<file path="src/rtl/spi_pkg.sv">
// Shared SPI definitions: receiver FSM state encoding and synchroniser depth.
// Used by the slave receiver and the slave transmitter.
package spi_pkg;

  localparam int SPI_SYNC_STAGES = 2;

  // Encoding is visible on the state_rx debug port, so values are fixed.
  typedef enum logic [1:0] {
    RX_IDLE  = 2'd0,
    RX_SHIFT = 2'd1,
    RX_DONE  = 2'd2
  } rx_state_t;

endpackage

</file>
<file path="src/rtl/spi_sync_2ff.sv">
// Single-bit multi-flop synchroniser for signals asynchronous to clk.
// The reset value is a parameter so an idle-high line (chip select) powers up inactive.
module spi_sync_2ff
  import spi_pkg::*;
#(
  parameter logic RST_VAL = 1'b0
) (
  input  logic clk,
  input  logic rst,
  input  logic d,
  output logic q
);

  logic [SPI_SYNC_STAGES-1:0] ff;

  // NOTE: sequential state uses non-blocking assignments so every flop samples
  // the pre-edge value of its neighbour; blocking here would collapse the chain.
  always_ff @(posedge clk or posedge rst) begin
    if (rst) begin
      ff <= {SPI_SYNC_STAGES{RST_VAL}};
    end else begin
      ff <= {ff[SPI_SYNC_STAGES-2:0], d};
    end
  end

  assign q = ff[SPI_SYNC_STAGES-1];

endmodule

</file>
<file path="src/rtl/spi_slave_rx.sv">
// Mode-0 SPI slave receiver with a one-deep valid/ready holding register.
// Define SPI_RX_LSB_FIRST_EN to shift LSB first; the default build is MSB first.
module spi_slave_rx
  import spi_pkg::*;
#(
  parameter int data_len = 8
) (
  input  logic                clk,
  input  logic                rst,
  input  logic                rx_en,
  input  logic                cs,
  input  logic                sck,
  input  logic                si,
  input  logic                rx_ready,
  input  logic                clr_ovr,
  output logic [data_len-1:0] dout,
  output logic                rx_valid,
  output logic                qvld,
  output logic                overrun,
  output logic                frame_err,
  output logic [1:0]          state_rx
);

  localparam int            CW       = $clog2(data_len + 1);
  localparam logic [CW-1:0] LAST_BIT = CW'(data_len - 1);

  logic                cs_s;
  logic                sck_s;
  logic                si_s;
  logic                sck_d;
  logic                sck_rise;
  rx_state_t           state;
  logic [CW-1:0]       bit_cnt;
  logic [data_len-1:0] shreg;
  logic [data_len-1:0] shreg_next;

  spi_sync_2ff #(.RST_VAL(1'b1)) u_sync_cs (
    .clk (clk),
    .rst (rst),
    .d   (cs),
    .q   (cs_s)
  );

  spi_sync_2ff #(.RST_VAL(1'b0)) u_sync_sck (
    .clk (clk),
    .rst (rst),
    .d   (sck),
    .q   (sck_s)
  );

  spi_sync_2ff #(.RST_VAL(1'b0)) u_sync_si (
    .clk (clk),
    .rst (rst),
    .d   (si),
    .q   (si_s)
  );

  // si_s shares the sck_s pipeline depth, so it is aligned with the detected edge.
  assign sck_rise = sck_s & ~sck_d;

`ifdef SPI_RX_LSB_FIRST_EN
  assign shreg_next = {si_s, shreg[data_len-1:1]};
`else
  assign shreg_next = {shreg[data_len-2:0], si_s};
`endif

  always_ff @(posedge clk or posedge rst) begin
    if (rst) begin
      state     <= RX_IDLE;
      bit_cnt   <= '0;
      shreg     <= '0;
      sck_d     <= 1'b0;
      dout      <= '0;
      rx_valid  <= 1'b0;
      qvld      <= 1'b0;
      overrun   <= 1'b0;
      frame_err <= 1'b0;
    end else begin
      sck_d     <= sck_s;
      qvld      <= 1'b0;
      frame_err <= 1'b0;

      // Holding register: a load takes priority over an accept in the same cycle.
      if (state == RX_DONE) begin
        dout     <= shreg;
        rx_valid <= 1'b1;
        qvld     <= 1'b1;
        if (rx_valid && !rx_ready) begin
          overrun <= 1'b1;
        end else if (clr_ovr) begin
          overrun <= 1'b0;
        end
      end else begin
        if (rx_valid && rx_ready) begin
          rx_valid <= 1'b0;
        end
        if (clr_ovr) begin
          overrun <= 1'b0;
        end
      end

      case (state)
        RX_IDLE: begin
          bit_cnt <= '0;
          if (rx_en && !cs_s) begin
            state <= RX_SHIFT;
          end
        end

        RX_SHIFT: begin
          if (!rx_en) begin
            state   <= RX_IDLE;
            bit_cnt <= '0;
          end else if (cs_s) begin
            // A frame ending between words is normal; only a partial word is an error.
            if (bit_cnt != '0) begin
              frame_err <= 1'b1;
            end
            state   <= RX_IDLE;
            bit_cnt <= '0;
          end else if (sck_rise) begin
            shreg <= shreg_next;
            if (bit_cnt == LAST_BIT) begin
              bit_cnt <= '0;
              state   <= RX_DONE;
            end else begin
              bit_cnt <= bit_cnt + 1'b1;
            end
          end
        end

        RX_DONE: begin
          bit_cnt <= '0;
          if (rx_en && !cs_s) begin
            state <= RX_SHIFT;
          end else begin
            state <= RX_IDLE;
          end
        end

        // NOTE: the unused code 3 must still have a defined next state so a
        // corrupted state register recovers instead of locking up.
        default: begin
          state   <= RX_IDLE;
          bit_cnt <= '0;
        end
      endcase
    end
  end

  assign state_rx = state;

endmodule

</file>
<file path="config.mk">
export PLATFORM = sky130hd
export DESIGN_NAME = spi_slave_rx
export DESIGN_NICKNAME = d
export VERILOG_FILES = /design/src/rtl/spi_pkg.sv /design/src/rtl/spi_sync_2ff.sv /design/src/rtl/spi_slave_rx.sv
export SDC_FILE = /design/constraint.sdc
export NUM_CORES = 1
export LEC_CHECK = 0
export ABC_AREA = 1
export CAP_MARGIN = 10
export CORE_ASPECT_RATIO = 0.75
export CORE_MARGIN = 1.5
export CORE_UTILIZATION = 45
export DETAILED_ROUTE_END_ITERATION = 6
export GPL_TIMING_DRIVEN = 0
export PLACE_DENSITY = 0.76
export SYNTH_ARGS = -nofsm -noshare
export SYNTH_HDL_FRONTEND = slang
export SYNTH_SLANG_ARGS = --single-unit
</file>
<file path="constraint.sdc">
create_clock -name clk -period 2.91 [get_ports clk]
set_input_delay 0.291 -clock clk [delete_from_list [all_inputs] [get_ports clk]]
set_output_delay 0.291 -clock clk [all_outputs]
set_load 0.02 [all_outputs]
</file>
==> results of run 1 <==
-- cells by family after synthesis --
logic type / Yosys count
flops: 33
compound gates: 19
fa+ha+maj: 2
buf+inv: 25
simple gates: 47
-- cell type report --
class / instances / area [um2]
Multi-Input combinational cell: 68 / 334
Inverter: 23 / 86.3
Sequential cell: 33 / 828
Timing Repair Buffer: 22 / 238
Buffer: 2 / 16.3
Clock buffer: 8 / 80.1
Tap cell: 36 / 45.0
Fill cell: 226 / 1010
-- worst max path at each step --
stage / start / slack, ns / endpoint
after floorplan: state_rx[0] / 1.72 / shreg[1]
after global placement: rst / 1.23 / frame_err
after detailed placement: rst / 1.15 / overrun
after CTS: state_rx[1] / 1.29 / state_rx[1]
after global routing: state_rx[1] / 1.25 / state_rx[1]
final: state_rx[1] / 1.30 / state_rx[1]
-- cells in the final DEF, fill, tap and decap left out, drive strengths merged --
| cell type | n |
|---|---|
| a21oi | 1 |
| a31oi | 1 |
| buf | 3 |
| clkbuf | 8 |
| clkdlybuf4s50 | 21 |
| dfrtp | 31 |
| dfstp | 2 |
| ha | 2 |
| inv | 23 |
| nand2 | 30 |
| nand3 | 5 |
| nor2 | 9 |
| nor3 | 2 |
| nor3b | 1 |
| o21ai | 15 |
| o22ai | 2 |
-- metal layers --
| metal | share of wire, % | GRT usage, % | vias to the layer above | routed length [um] |
|---|---|---|---|---|
| li1 | - | - | 450 | - |
| met1 | 46 | 22.2 | 419 | 986 |
| met2 | 47 | 25.3 | 26 | 1010 |
| met3 | 6.7 | 7.16 | 4 | 144 |
| met4 | 0.83 | 3.19 | 0 | 18 |
| met5 | 0 | 0 | - | 0 |
-- power breakdown --
part | internal, W | switching, W
combinational | 0.0000292 | 0.0000415
clock | 0.000170 | 0.000149
sequential | 0.000482 | 0.0000114
-- per-stage QoR --
stage	utilization [%]	hold WS [ns]	cells	instance area (um2)
final	61.6	0.296	192	1630
after global routing	61.6	0.336	192	1630
after CTS	60.6	0.349	191	1600
after detailed placement	57.5	0.336	183	1520
after global placement	57.5	0.333	183	1520
after floorplan	-	0.295	126	1260
-- registers in the layout, summed over array words and instances, names as in the netlist --
signal and cells:
frame_err 1, sck_d 1, state_rx 2, overrun 1, u_sync_cs.ff 2, dout 8, shreg 8, bit_cnt 4
u_sync_sck.ff 2, rx_valid 1, qvld 1, u_sync_si.ff 2
==> metrics.md, run 1 <==
| Metric | Value |
|---|---|
| Final setup vio count | 0 |
| Critical Path RT | 2.62 ns |
| Rows | 16 |
| Xor/xnor share of the synthesized area | 0% |
| Tot Pwr | 0.000882 W |
| Top-count cell post-synth | dfrtp_1 |
| FF-to-FF path depth | 6 |
| Clk_skew | 0.00636 ns |
| Worst path top cell family by delay | buffers and inverters |
| First-pass GRT wire length | 3930 um |
| Post-synthesis simple-gate area fraction | 16.3% |
| Initial cell density of the core | 47.9% |
| Vias in the first global route | 885 |
| Yosys cell types | 20 |
| Post-synth top area share | 61.3% |
| Yosys top cell by area | dfrtp_1 |
| RSZ-0062 raised after global routing | false |
| Largest family of logic cells by synthesized area | simple AND/OR/NAND/NOR gates |
| Via density | 4.68 |
| Root Buffer | clkbuf_8 |
| Initial antenna violation count | 0 |
| Final hold vios | 0 |
| DRC violations left | 0 |
| Status | completed |
| CP Capture Type | primary output |
| Crit path buffers/inverters | 1 |
| Via count | 899 |
| Post-synth EDFFs | 0 |
| Post-cts repair resize count | 0 |
| Post-DRT Antenna Nets | 0 |
| Avg WL per Cell | 11.2 um |
| Fin crit period | 1.61 ns |
| Yosys warnings | 0 |
| CTS Hold Bufs | 0 |
| Setup tns final | 0 ns |
| Clock Path Buffers | 2 |
| Compound-Gate Fraction of Synth Area | 8.11% |
| Post-CTS setup buffer count | 0 |
| Die height | 48.9 um |
| Seq/Total Area, Yosys | 65.5% |
| Post-synthesis mux area share | 0% |
| Setup crit start kind | flip-flop |
| H-tree levels | 2 |
| Final WL | 2160 um |
| Crit path max-delay cell type | clkdlybuf4s50_1 |
| Largest net degree at the start of global routing | 34 |
| Final #Nets | 165 |
| Reg2reg setup slack | 1.70 ns |
| Rel. slew slack | 73.4% |
| Class of the worst hold path | in2async |
| Clock slew at reported path FFs | 0.06 ns |
| Worst Max-Slew Pin Slew | 0.398 ns |
| Reg2reg end | bit_cnt[3] |
| Worst Path Arrival | 1.32 ns |
| Worst Slack Setup Final | 1.30 ns |
| Synthesized flop and latch total | 33 |
| Highest clock rate | 623 MHz |
| VDD IR-drop max | 0.308 mV |
| Power per Cell Area | 542 nW/um2 |
| DIE WIDTH | 64.2 um |
| Adder-cell area share of the yosys netlist | 1.98% |
| Diode count | 0 |
| Pre-CTS setup slack | 1.15 ns |
| Share of layout cells above drive strength 1 | 11.5% |
| Max-cap viol count | 0 |
| Layout area overhead | 28.7% |
| I/O pins | 22 |
| Crit-path max FO | 3 |
| Total grt overflow | 0 |
| Post-DP HPWL | 1520 um |
| Slowest stage delay, CP | 0.63 ns |
| GRT Util Overall | 16.5% |
| R2R Path Start | bit_cnt[0] |
| Critical-path cell list | clkdlybuf4s50_1 |
| DIE AREA | 3140 um2 |
| Setup CP Type | reg2out |
| Clk_lat worst skew | 0.28 ns |
| Crit. path cell count | 1 |
| IO buf count | 21 |
| Core area | 2640 um2 |
| Top FF cell, synth | dfrtp_1 |
| CTS Sinks | 33 |
| Synthesized Nets | 136 |
| Leakage | 0.743 nW |
| Synth top cells by count | 31 x dfrtp_1, 30 x nand2_1, 20 x inv_1 |
| Crit share post-route | 55.2% |
| DR iter-0 viols | 17 |
| 1st-pass router iterations | 4 |
| Synth top area cells | dfrtp_1 61%, nand2_1 8.9%, inv_1 5.9%, o21ai_1 5.5%, dfstp_2 4.2% |
| RePlAce Congestion | 0.791 |
| Post-Syn Area | 1260 um2 |
| Syn avg cell area | 10.0 um2 |
| Ys async rst share | 100% |
| CTS tree | done |
| Slew Limit Fails | 0 |
| CTS buffer count | 5 |
| Gate Count Post-Synth | 126 |
Power figures use the tool's default switching activity.
==> inputs of run 2 (changes only) <==
==> constraint.sdc (replaced) <==
create_clock -name clk -period 1.65 [get_ports clk]
set_input_delay 0.165 -clock clk [delete_from_list [all_inputs] [get_ports clk]]
set_output_delay 0.165 -clock clk [all_outputs]
set_load 0.02 [all_outputs]
==> results of run 2 <==
Same layout as run 1 (identical final DEF). Status: completed.
Main changes from that run: setup slack after placement 1.15 ns -> 0.0210 ns; setup slack after layout 1.30 ns -> 0.170 ns; hold slack 0.296 ns -> 0.170 ns; register-to-register setup slack 1.70 ns -> 0.44 ns; total power 0.000882 W -> 0.00156 W; worst IR drop on VDD 0.308 mV -> 0.544 mV
